==> src/rtl/riscv_pkg.sv <==
// Shared RV32I definitions for the decode/issue slice.
// Opcodes, immediate format selector and width defaults.
package riscv_pkg;

  localparam int DEF_DATA_WIDTH    = 32;
  localparam int DEF_ADDRESS_WIDTH = 5;

  localparam logic [6:0] OP_LOAD   = 7'b0000011;
  localparam logic [6:0] OP_STORE  = 7'b0100011;
  localparam logic [6:0] OP_BRANCH = 7'b1100011;
  localparam logic [6:0] OP_JAL    = 7'b1101111;
  localparam logic [6:0] OP_JALR   = 7'b1100111;
  localparam logic [6:0] OP_LUI    = 7'b0110111;
  localparam logic [6:0] OP_AUIPC  = 7'b0010111;
  localparam logic [6:0] OP_OP     = 7'b0110011;
  localparam logic [6:0] OP_OP_IMM = 7'b0010011;

  typedef enum logic [2:0] {
    IMM_I,
    IMM_S,
    IMM_B,
    IMM_U,
    IMM_J,
    IMM_NONE
  } imm_type_t;

  function automatic imm_type_t imm_sel(
    input logic [6:0] op
  );
    unique case (1'b1)
      op == OP_LOAD,
      op == OP_JALR,
      op == OP_OP_IMM: imm_sel = IMM_I;
      op == OP_STORE:  imm_sel = IMM_S;
      op == OP_BRANCH: imm_sel = IMM_B;
      op == OP_LUI,
      op == OP_AUIPC:  imm_sel = IMM_U;
      op == OP_JAL:    imm_sel = IMM_J;
      default:         imm_sel = IMM_NONE;
    endcase
  endfunction

endpackage

==> src/rtl/decode_issue_imm_gen.sv <==
// Immediate generator: picks the RV32I format from the opcode
// and returns the sign-extended immediate (0 for other opcodes).
module imm_gen
  import riscv_pkg::*;
#(
  parameter int DATA_WIDTH = DEF_DATA_WIDTH
) (
  input  logic [31:0]           instr,
  output imm_type_t             imm_type,
  output logic [DATA_WIDTH-1:0] imm
);

  logic signed [31:0] imm32;

  // Format select and bit gathering per immediate type
  always_comb begin
    imm_type = imm_sel(instr[6:0]);
    imm32    = '0;
    unique case (imm_type)
      IMM_I: imm32 = {{20{instr[31]}}, instr[31:20]};
      IMM_S: imm32 = {{20{instr[31]}}, instr[31:25],
                      instr[11:7]};
      IMM_B: imm32 = {{19{instr[31]}}, instr[31], instr[7],
                      instr[30:25], instr[11:8], 1'b0};
      IMM_U: imm32 = {instr[31:12], 12'b0};
      IMM_J: imm32 = {{11{instr[31]}}, instr[31],
                      instr[19:12], instr[20],
                      instr[30:21], 1'b0};
      default: imm32 = '0;
    endcase
    imm = DATA_WIDTH'(imm32);
  end

endmodule

==> src/rtl/decode_issue.sv <==
// RV32I decode/issue stage: x0 forcing, hazard stalls, ID/EX reg.
// Build option: WB_BYPASS_EN forwards same-cycle writeback data.
module decode_issue
  import riscv_pkg::*;
#(
  parameter int DATA_WIDTH    = DEF_DATA_WIDTH,
  parameter int ADDRESS_WIDTH = DEF_ADDRESS_WIDTH
) (
  input  logic                     clk,
  input  logic                     rst_n,
  input  logic                     id_valid,
  input  logic [31:0]              id_instr,
  input  logic [DATA_WIDTH-1:0]    id_pc,
  input  logic [DATA_WIDTH-1:0]    rf_rd1,
  input  logic [DATA_WIDTH-1:0]    rf_rd2,
  input  logic                     wb_we,
  input  logic [ADDRESS_WIDTH-1:0] wb_rd,
  input  logic [DATA_WIDTH-1:0]    wb_data,
  input  logic                     ex_ready,
  input  logic                     flush,
  output logic [ADDRESS_WIDTH-1:0] rf_ad1,
  output logic [ADDRESS_WIDTH-1:0] rf_ad2,
  output logic                     id_stall,
  output logic                     ex_valid,
  output logic [DATA_WIDTH-1:0]    ex_pc,
  output logic [DATA_WIDTH-1:0]    ex_rs1_data,
  output logic [DATA_WIDTH-1:0]    ex_rs2_data,
  output logic [DATA_WIDTH-1:0]    ex_imm,
  output logic [ADDRESS_WIDTH-1:0] ex_rd,
  output logic [31:0]              ex_instr,
  output logic                     ex_is_load
);

  logic [ADDRESS_WIDTH-1:0] rs1;
  logic [ADDRESS_WIDTH-1:0] rs2;
  logic [ADDRESS_WIDTH-1:0] rd;
  imm_type_t                imm_type;
  logic [DATA_WIDTH-1:0]    imm;
  logic                     rs1_used;
  logic                     rs2_used;
  logic                     is_load;
  logic                     lu_haz;
  logic                     wb_haz;
  logic [DATA_WIDTH-1:0]    op1;
  logic [DATA_WIDTH-1:0]    op2;

  assign rs1    = ADDRESS_WIDTH'(id_instr[19:15]);
  assign rs2    = ADDRESS_WIDTH'(id_instr[24:20]);
  assign rd     = ADDRESS_WIDTH'(id_instr[11:7]);
  assign rf_ad1 = rs1;
  assign rf_ad2 = rs2;

  imm_gen #(
    .DATA_WIDTH(DATA_WIDTH)
  ) u_imm_gen (
    .instr    (id_instr),
    .imm_type (imm_type),
    .imm      (imm)
  );

  // LUI/AUIPC are the U formats and JAL the J format
  assign rs1_used = !(imm_type == IMM_U ||
                      imm_type == IMM_J);
  assign rs2_used = (id_instr[6:0] == OP_OP) ||
                    imm_type == IMM_S ||
                    imm_type == IMM_B;
  assign is_load  = id_instr[6:0] == OP_LOAD;

  // Dependent instruction waits one cycle behind a load in EX
  always_comb begin
    lu_haz = ex_valid && ex_is_load &&
             (ex_rd != '0) && id_valid &&
             ((rs1_used && rs1 == ex_rd) ||
              (rs2_used && rs2 == ex_rd));
  end

`ifdef WB_BYPASS_EN
  // Same-cycle writeback is forwarded, so no collision stall
  always_comb begin
    wb_haz = 1'b0;
    op1 = (rs1 == '0) ? '0 :
          (wb_we && wb_rd == rs1) ? wb_data : rf_rd1;
    op2 = (rs2 == '0) ? '0 :
          (wb_we && wb_rd == rs2) ? wb_data : rf_rd2;
  end
`else
  logic unused_wb_data;
  assign unused_wb_data = ^wb_data;

  // Without bypass a writeback collision waits for the RF update
  always_comb begin
    wb_haz = id_valid && wb_we && (wb_rd != '0) &&
             ((rs1_used && rs1 == wb_rd) ||
              (rs2_used && rs2 == wb_rd));
    op1 = (rs1 == '0) ? '0 : rf_rd1;
    op2 = (rs2 == '0) ? '0 : rf_rd2;
  end
`endif

  // Flush overrides every stall source
  assign id_stall = !flush &&
                    (lu_haz || wb_haz ||
                     (id_valid && !ex_ready));

  // ID/EX register: reset, flush, hold, bubble, then load
  always_ff @(posedge clk) begin
    if (!rst_n) begin
      ex_valid    <= 1'b0;
      ex_pc       <= '0;
      ex_rs1_data <= '0;
      ex_rs2_data <= '0;
      ex_imm      <= '0;
      ex_rd       <= '0;
      ex_instr    <= '0;
      ex_is_load  <= 1'b0;
    end else if (flush) begin
      ex_valid <= 1'b0;
    end else if (ex_ready) begin
      if (lu_haz || wb_haz) begin
        ex_valid <= 1'b0;
      end else begin
        ex_valid    <= id_valid;
        ex_pc       <= id_pc;
        ex_rs1_data <= op1;
        ex_rs2_data <= op2;
        ex_imm      <= imm;
        ex_rd       <= rd;
        ex_instr    <= id_instr;
        ex_is_load  <= is_load;
      end
    end
  end

endmodule

==> config.mk <==
export PLATFORM = sky130hd
export DESIGN_NAME = decode_issue
export DESIGN_NICKNAME = d
export VERILOG_FILES = /design/src/rtl/riscv_pkg.sv /design/src/rtl/decode_issue_imm_gen.sv /design/src/rtl/decode_issue.sv
export SDC_FILE = /design/constraint.sdc
export NUM_CORES = 1
export LEC_CHECK = 0
export CORE_MARGIN = 8
export CORE_UTILIZATION = 41
export DETAILED_ROUTE_END_ITERATION = 7
export PLACE_DENSITY = 0.87
export REMOVE_ABC_BUFFERS = 1
export SLEW_MARGIN = 20
export SYNTH_ARGS = -nofsm -noshare
export SYNTH_HDL_FRONTEND = slang
export SYNTH_SLANG_ARGS = --single-unit
==> constraint.sdc <==
create_clock -name clk -period 3.5 [get_ports clk]
set_clock_uncertainty 0.2 [all_clocks]
set_input_delay 0.35 -clock clk [delete_from_list [all_inputs] [get_ports clk]]
set_output_delay 0.35 -clock clk [all_outputs]
set_load 0.01 [all_outputs]
==> impl_results.md, run 1 <==
- Total power: around 4.5 mW
- GR peak layer: met2
- Post-Synth Simple-Gate Area: 20.2%
- CTS tree: yes
- Number of setup violations in the final report: 0
- Most frequent cells in the layout: clkdlybuf4s50_1, nand2_1, mux2i_1, dfxtp_1, o21ai_0
- Core Region: between 0.015 and 0.02 mm²
- Worst hold path type: in2reg
- Slew HR: 55.4%
- Synthesized flop and latch total: 162
- Vias in the first global route: about 6700
- Flop2flop setup slack: around 1.1 ns
- Cell Area, Synth: 0.00731 mm²
- Fin. max-slew vios: 0
- Dpl cells: 1321
- Diode count: 0
- Hold buffers post-CTS: 0
- Worst-case reg-to-reg path depth: 8
- Main combinational cell family by area after synthesis: multiplexers
- Placed cell areas: 0.0106 mm²
- Routing usage on met3: 6.35%
- Critical Path RT: 2.95 ns
- Synth Instances: 826
- Die Height: 150 µm
- GPL Wtd Cong: 0.858
- Status: finished clean
- Total wire length: 23100 µm
- CP endpoint: id_stall
- VDD IR max: 0.326 mV
- Mux cell area share after synthesis: 22.2%
- Post-Synth XOR/XNOR Area: 2.40%
- Synth Area in Adders: 0%
- Ys Warns: 0
- Yosys top cell area share: 44.4%
- Initial drt markers: 232
- CP Max Fanout: 8
- Clk root buf: clkbuf_16
- Share of layout cells above drive strength 1: 5.43%
- Fmax achieved: 0.314 GHz
- Clk_lat worst skew: 0.41 ns
- Sequential share of the synthesized area: between 40% and 50%
- Initial Util: 41.3%
- R2R Path End: ex_pc[21]
- Die width: 150 µm
- Origin of the worst setup path: id_instr[3]
- Most common cell after layout, fill and taps aside: clkdlybuf4s50_1
- Hold Path Cell Cnt: 3
- Asr flop ratio synth: 0%
- Final period util: 91.1%
- RSZ-0062 raised after global routing: false
- CTS Buf Count: 17
- Finished Core Util: 62.8%
- Initial antenna violation count: 0
- Final hold slack: 0.194 ns
- Antenna Nets Post-Route: 0
- Met2 Usage GRT: 33.9%
- Avg Vias per Cell: 4.93
- Worst-path clk slew: 0.07 ns
- Largest net degree at the start of global routing: 75
- Vias: 6671
- DR DRC count: 0
- Grt total ovfl: 0
- CP Launch Type: input pin
- Max-cap violations: 0
- P&R area growth vs syn: 52.2%
- CP endpoint kind: primary output
- First-pass GRT wire length: 35500 µm
- Routed len/inst: 17.1 µm
- DIE AREA: 0.0224 mm²
- Top cells by area, synth: dfxtp_1, mux2i_1, nand2_1, buf_4, clkbuf_1
- H-Tree Depth: 4
- TritonCTS Sinks: 162
- IO buf count: roughly 320
- Post-synthesis compound-gate area fraction: 4.18%
- Post-CTS Setup Bufs: 0
- Total GRT Usage: 19.8%
- LEAKAGE: 4.89 nW
- CTS max path bufs: 2
- Post-CTS Resized: 0
- Avg Cell Area, Syn: 8.85 µm²
- # rows: 49
- Design Area, Final: 0.0111 mm²
- Post-synth EDFFs: 0
- DRT Pass-1 Iters: 4
- Pwr dens: 404 mW/mm²
- Grt met1 use: 23.1%
- Period minus WS final: 3.19 ns
- Endpoints failing hold: 0
- Critical setup path kind: in2out
- Layout Cells excl Fill: 1353
- Largest area contributor in the netlist: dfxtp_1
- RR Startpoint: ex_rd[0]
- Worst EP arrival: ~2.6 ns
- Ys flop type: dfxtp_1
- Final #Nets: between 1000 and 1500
- I/O pin total: between 300 and 400
- DP Wirelength: 17300 µm
- Synth cell types: 39
- Worst-Margin Slew: between 0.6 and 0.7 ns
## critical path: stages
cell             delay, ns
clkdlybuf4s50_1       0.54
and4bb_1              0.39
nand3_1               0.13
nor4_1                0.31
o21ai_1               0.15
a31oi_1               0.20
clkdlybuf4s50_1       0.57
## worst min path at each step
stage          slack (ns)      endpoint         start
2_1_floorplan        0.23      ex_valid         flush
3_3_place_gp         0.24  ex_instr[17]  ex_instr[17]
3_5_place_dp         0.25     ex_pc[30]     ex_pc[30]
4_1_cts              0.19   ex_instr[5]         rst_n
5_1_grt              0.21      ex_pc[3]         rst_n
6_report             0.19   ex_instr[6]         rst_n
## logic make-up after synthesis
logic type / count (synthesis)
simple gates: 356
mux: 162
flops: 162
buf+inv: 77
compound gates: 49
xor+xnor: 20
## routing by layer
layer	vias up	share of wire, %	wire length [µm]
li1	3287	-	-
met1	3125	41	9490
met2	235	49	11300
met3	24	8.3	1920
met4	0	1.9	436
met5	-	0	0
## registers in the layout, summed over array words and instances, names as in the netlist
name and cells:
ex_rs2_data 32, ex_valid 1, ex_rs1_data 32, ex_pc 32
ex_instr 28, ex_rd 4, ex_imm 32, ex_is_load 1
## synth_stat cells, types with 2 or more instances
cell,n
buf_4,23
a22o_1,4
and3_1,12
or4_1,2
buf_2,2
or3_1,2
o21ai_1,2
nand4b_1,2
nand2_1,298
and4b_1,2
o21ai_0,22
a21oi_1,4
o21a_1,3
nand3_1,15
xor2_1,8
nor3_1,2
a21o_1,8
nor4_1,4
xnor2_1,12
dfxtp_1,162
mux2i_1,162
nand2b_1,3
clkbuf_1,41
buf_8,10
nor2_1,7
## per-stage QoR
| step | setup WS (ns) | TNS (ns) |
|---|---|---|
| 6_report | 0.312 | 0 |
| 5_1_grt | 0.103 | 0 |
| 4_1_cts | 0.343 | 0 |
| 3_5_place_dp | 0.375 | 0 |
| 3_3_place_gp | 0.321 | 0 |
| 2_1_floorplan | -5.89 | -948.63 |
## power by group
group	total [mW]	switching (mW)	internal [mW]	leakage, nW
combinational	0.743	0.325	0.418	3.31
clock	1.79	0.833	0.953	0.266
sequential	1.97	0.0449	1.92	1.32
total	4.50	1.20	3.29	4.89
## cell type report
class	count	area, µm²
fill	1460	6590
multi-input combinational	587	3580
timing repair buffer	342	3450
sequential	162	3240
clock buffer	19	443
tap	229	287
clock inverter	13	120
inverter	1	3.75
Power figures use the tool's default switching activity.
==> run 2, diff against run 1 <==
GPL_TIMING_DRIVEN = 0   (was not set)
PLACE_DENSITY = 0.81   (was 0.87)
==> run 2 against run 1 <==
Sequential power about the same. Power increased by 2.9%. Routed wire length decreased by 1.0%. Cell area increased by 0.61%. Largest power group unchanged.
==> impl_results.md, run 2 (synthesized netlist as in run 1, its figures left out) <==
- CTS Buf Count: 17
- Initial Util: between 40% and 50%
- Flop2flop setup slack: 0.55 ns
- Max-cap violations: 0
- Crit path top cell by count: buf_6
- I/O pin total: around 350
- Most frequent cells in the layout: clkdlybuf4s50_1, nand2_1, mux2i_1, dfxtp_1, o21ai_0
- Hold Path Cell Cnt: 3
- Most common cell after layout, fill and taps aside: clkdlybuf4s50_1
- Initial antenna violation count: 0
- Dpl cells: around 1300
- RSZ-0062 raised after global routing: false
- Hold buffers post-CTS: 0
- Number of setup violations in the final report: 0
- CP endpoint kind: flop
- Post-Place Setup Slack: -0.754 ns
- Fin. max-slew vios: 0
- Layout Cells excl Fill: 1350
- RR Startpoint: ex_rd[3]
- CP Max Fanout: 13
- DP Wirelength: around 17000 µm
- Diode count: 0
- Worst-path clk slew: 0.07 ns
- Critical path's largest stage delay: 0.53 ns
- DR DRC count: 0
- Initial drt markers: 282
- Period minus WS final: 3.24 ns
- First-pass GRT wire length: roughly 35000 µm
- P&R area growth vs syn: 53.1%
- Grt total ovfl: 0
- Worst-case reg-to-reg path depth: 12
- LEAKAGE: 4.94 nW
- Avg Vias per Cell: 4.88
- Pwr dens: 414 mW/mm²
- Design Area, Final: 0.0112 mm²
- TritonCTS Sinks: ~160
- Placed cell areas: about 0.011 mm²
- VDD IR max: 0.332 mV
- R2R Path End: ex_pc[11]
- Routed len/inst: 17.0 µm
- Worst hold path type: in2reg
- Status: finished clean
- Clk_lat worst skew: 0.43 ns
- Hold EP: ex_instr[20]
- Largest net degree at the start of global routing: 122
- Hold wc startpoint: rst_n
- H-Tree Depth: 4
- Setup TNS: 0 ns
- Fmax achieved: 0.309 GHz
- Crit-path leading delay family: buffers and inverters
- GPL Wtd Cong: 0.848
- Clk root buf: clkbuf_16
- Die width: 150 µm
- Worst setup margin: 0.262 ns
- Final #Nets: 1279
- Total wire length: roughly 23000 µm
- FILL cells: 1518
- Worst-Margin Slew: 1.09 ns
- Critical setup path kind: in2reg
- Total GRT Usage: 19.5%
- CTS tree: yes
- Crit-path cells: clkdlybuf4s50_1 -> and3_1 -> o21a_1 -> nor4_1 -> o21ai_1 -> nand4b_1 -> buf_8 -> buf_6 -> buf_6 -> buf_6 -> buf_6 -> buf_8 -> mux2i_1
- Antenna Nets Post-Route: 0
- DRT Pass-1 Iters: 4
- Endpoints failing hold: 0
- Vias: roughly 6600
- CTS max path bufs: 2
- DIE AREA: 0.0224 mm²
- Worst EP arrival: 3.38 ns
- IO buf count: between 300 and 400
- Final period util: 92.5%
- Slowest-stage cell, CP: clkdlybuf4s50_1
- Die Height: 150 µm
- Core Region: 0.0177 mm²
- Vias in the first global route: 6471
- CP Launch Type: input pin
- Total power: between 4 and 5 mW
- Critical path buffers and inverters: 7
- Slew HR: 26.5%
- # rows: 49
- Share of layout cells above drive strength 1: under 10%
- Critical Path RT: 3.64 ns
-- run 2: cell count changes in the layout (fill, tap and decap cells not counted), sizes merged --
cell	before	now
clkinv	5	4
clkdlybuf4s50	315	313
clkinvlp	3	1
inv	6	7
buf	27	24
bufinv	0	2
dlymetal6s2s	0	2
-- run 2: layout make-up --
class / count / area, µm² / area share (%)
tap: 229 / 287 / 2.56
inverter: 1 / 3.75 / 0.0335
sequential: 162 / 3240 / 29.0
multi-input combinational: 587 / 3580 / 32.0
clock inverter: 13 / 146 / 1.31
clock buffer: 19 / 453 / 4.05
timing repair buffer: 339 / 3480 / 31.1
-- run 2: timing repair --
action,4_1_cts,5_1_grt
pin swaps,2,0
setup buffers,2,0
endpoints found under the setup margin,29,5
resized for setup,1,2
-- run 2: worst max path at each step --
stage               slack [ns]   endpoint         from  cells after the start
global route              0.01  ex_pc[11]  id_instr[2]                     13
global placement         -9.89   ex_pc[0]  id_instr[4]                      7
CTS                       0.22  ex_pc[11]  id_instr[3]                     13
floorplan                -5.89  ex_imm[0]  id_instr[3]                      6
detailed placement       -0.75  ex_pc[11]  id_instr[4]                     13
finish                    0.26  ex_pc[11]  id_instr[2]                     13
-- run 2: tightest hold or removal path: stages --
cell,delay (ns)
buf_8,0.18
nand2_1,0.10
mux2i_1,0.05
-- run 2: power breakdown --
group / switching (mW) / internal (mW) / total (mW)
Sequential: 0.0434 / 1.92 / 1.97
Combinational: 0.326 / 0.421 / 0.747
Clock: 0.812 / 1.10 / 1.92
Total: 1.18 / 3.45 / 4.63
-- run 2: through the flow --
stage                     hold slack, ns  util [%]
after floorplan                    0.226         -
after global placement             0.243      58.0
after detailed placement           0.250      59.6
after CTS                          0.110      63.1
after global routing               0.133      63.2
final                              0.106      63.2
-- run 2: metal layers --
metal	up-vias	GRT usage (%)	wire, µm
met3	30	6.56	1800
met2	218	33.7	11200
li1	3279	-	-
met4	0	7.67	491
met5	-	0	0
met1	3056	21.8	9460
==> run 3, diff against run 2 <==
TNS_END_PERCENT = 100   (was not set)
==> results of run 3 <==
Same layout as run 2: the final DEF is identical, and so are final timing and power.
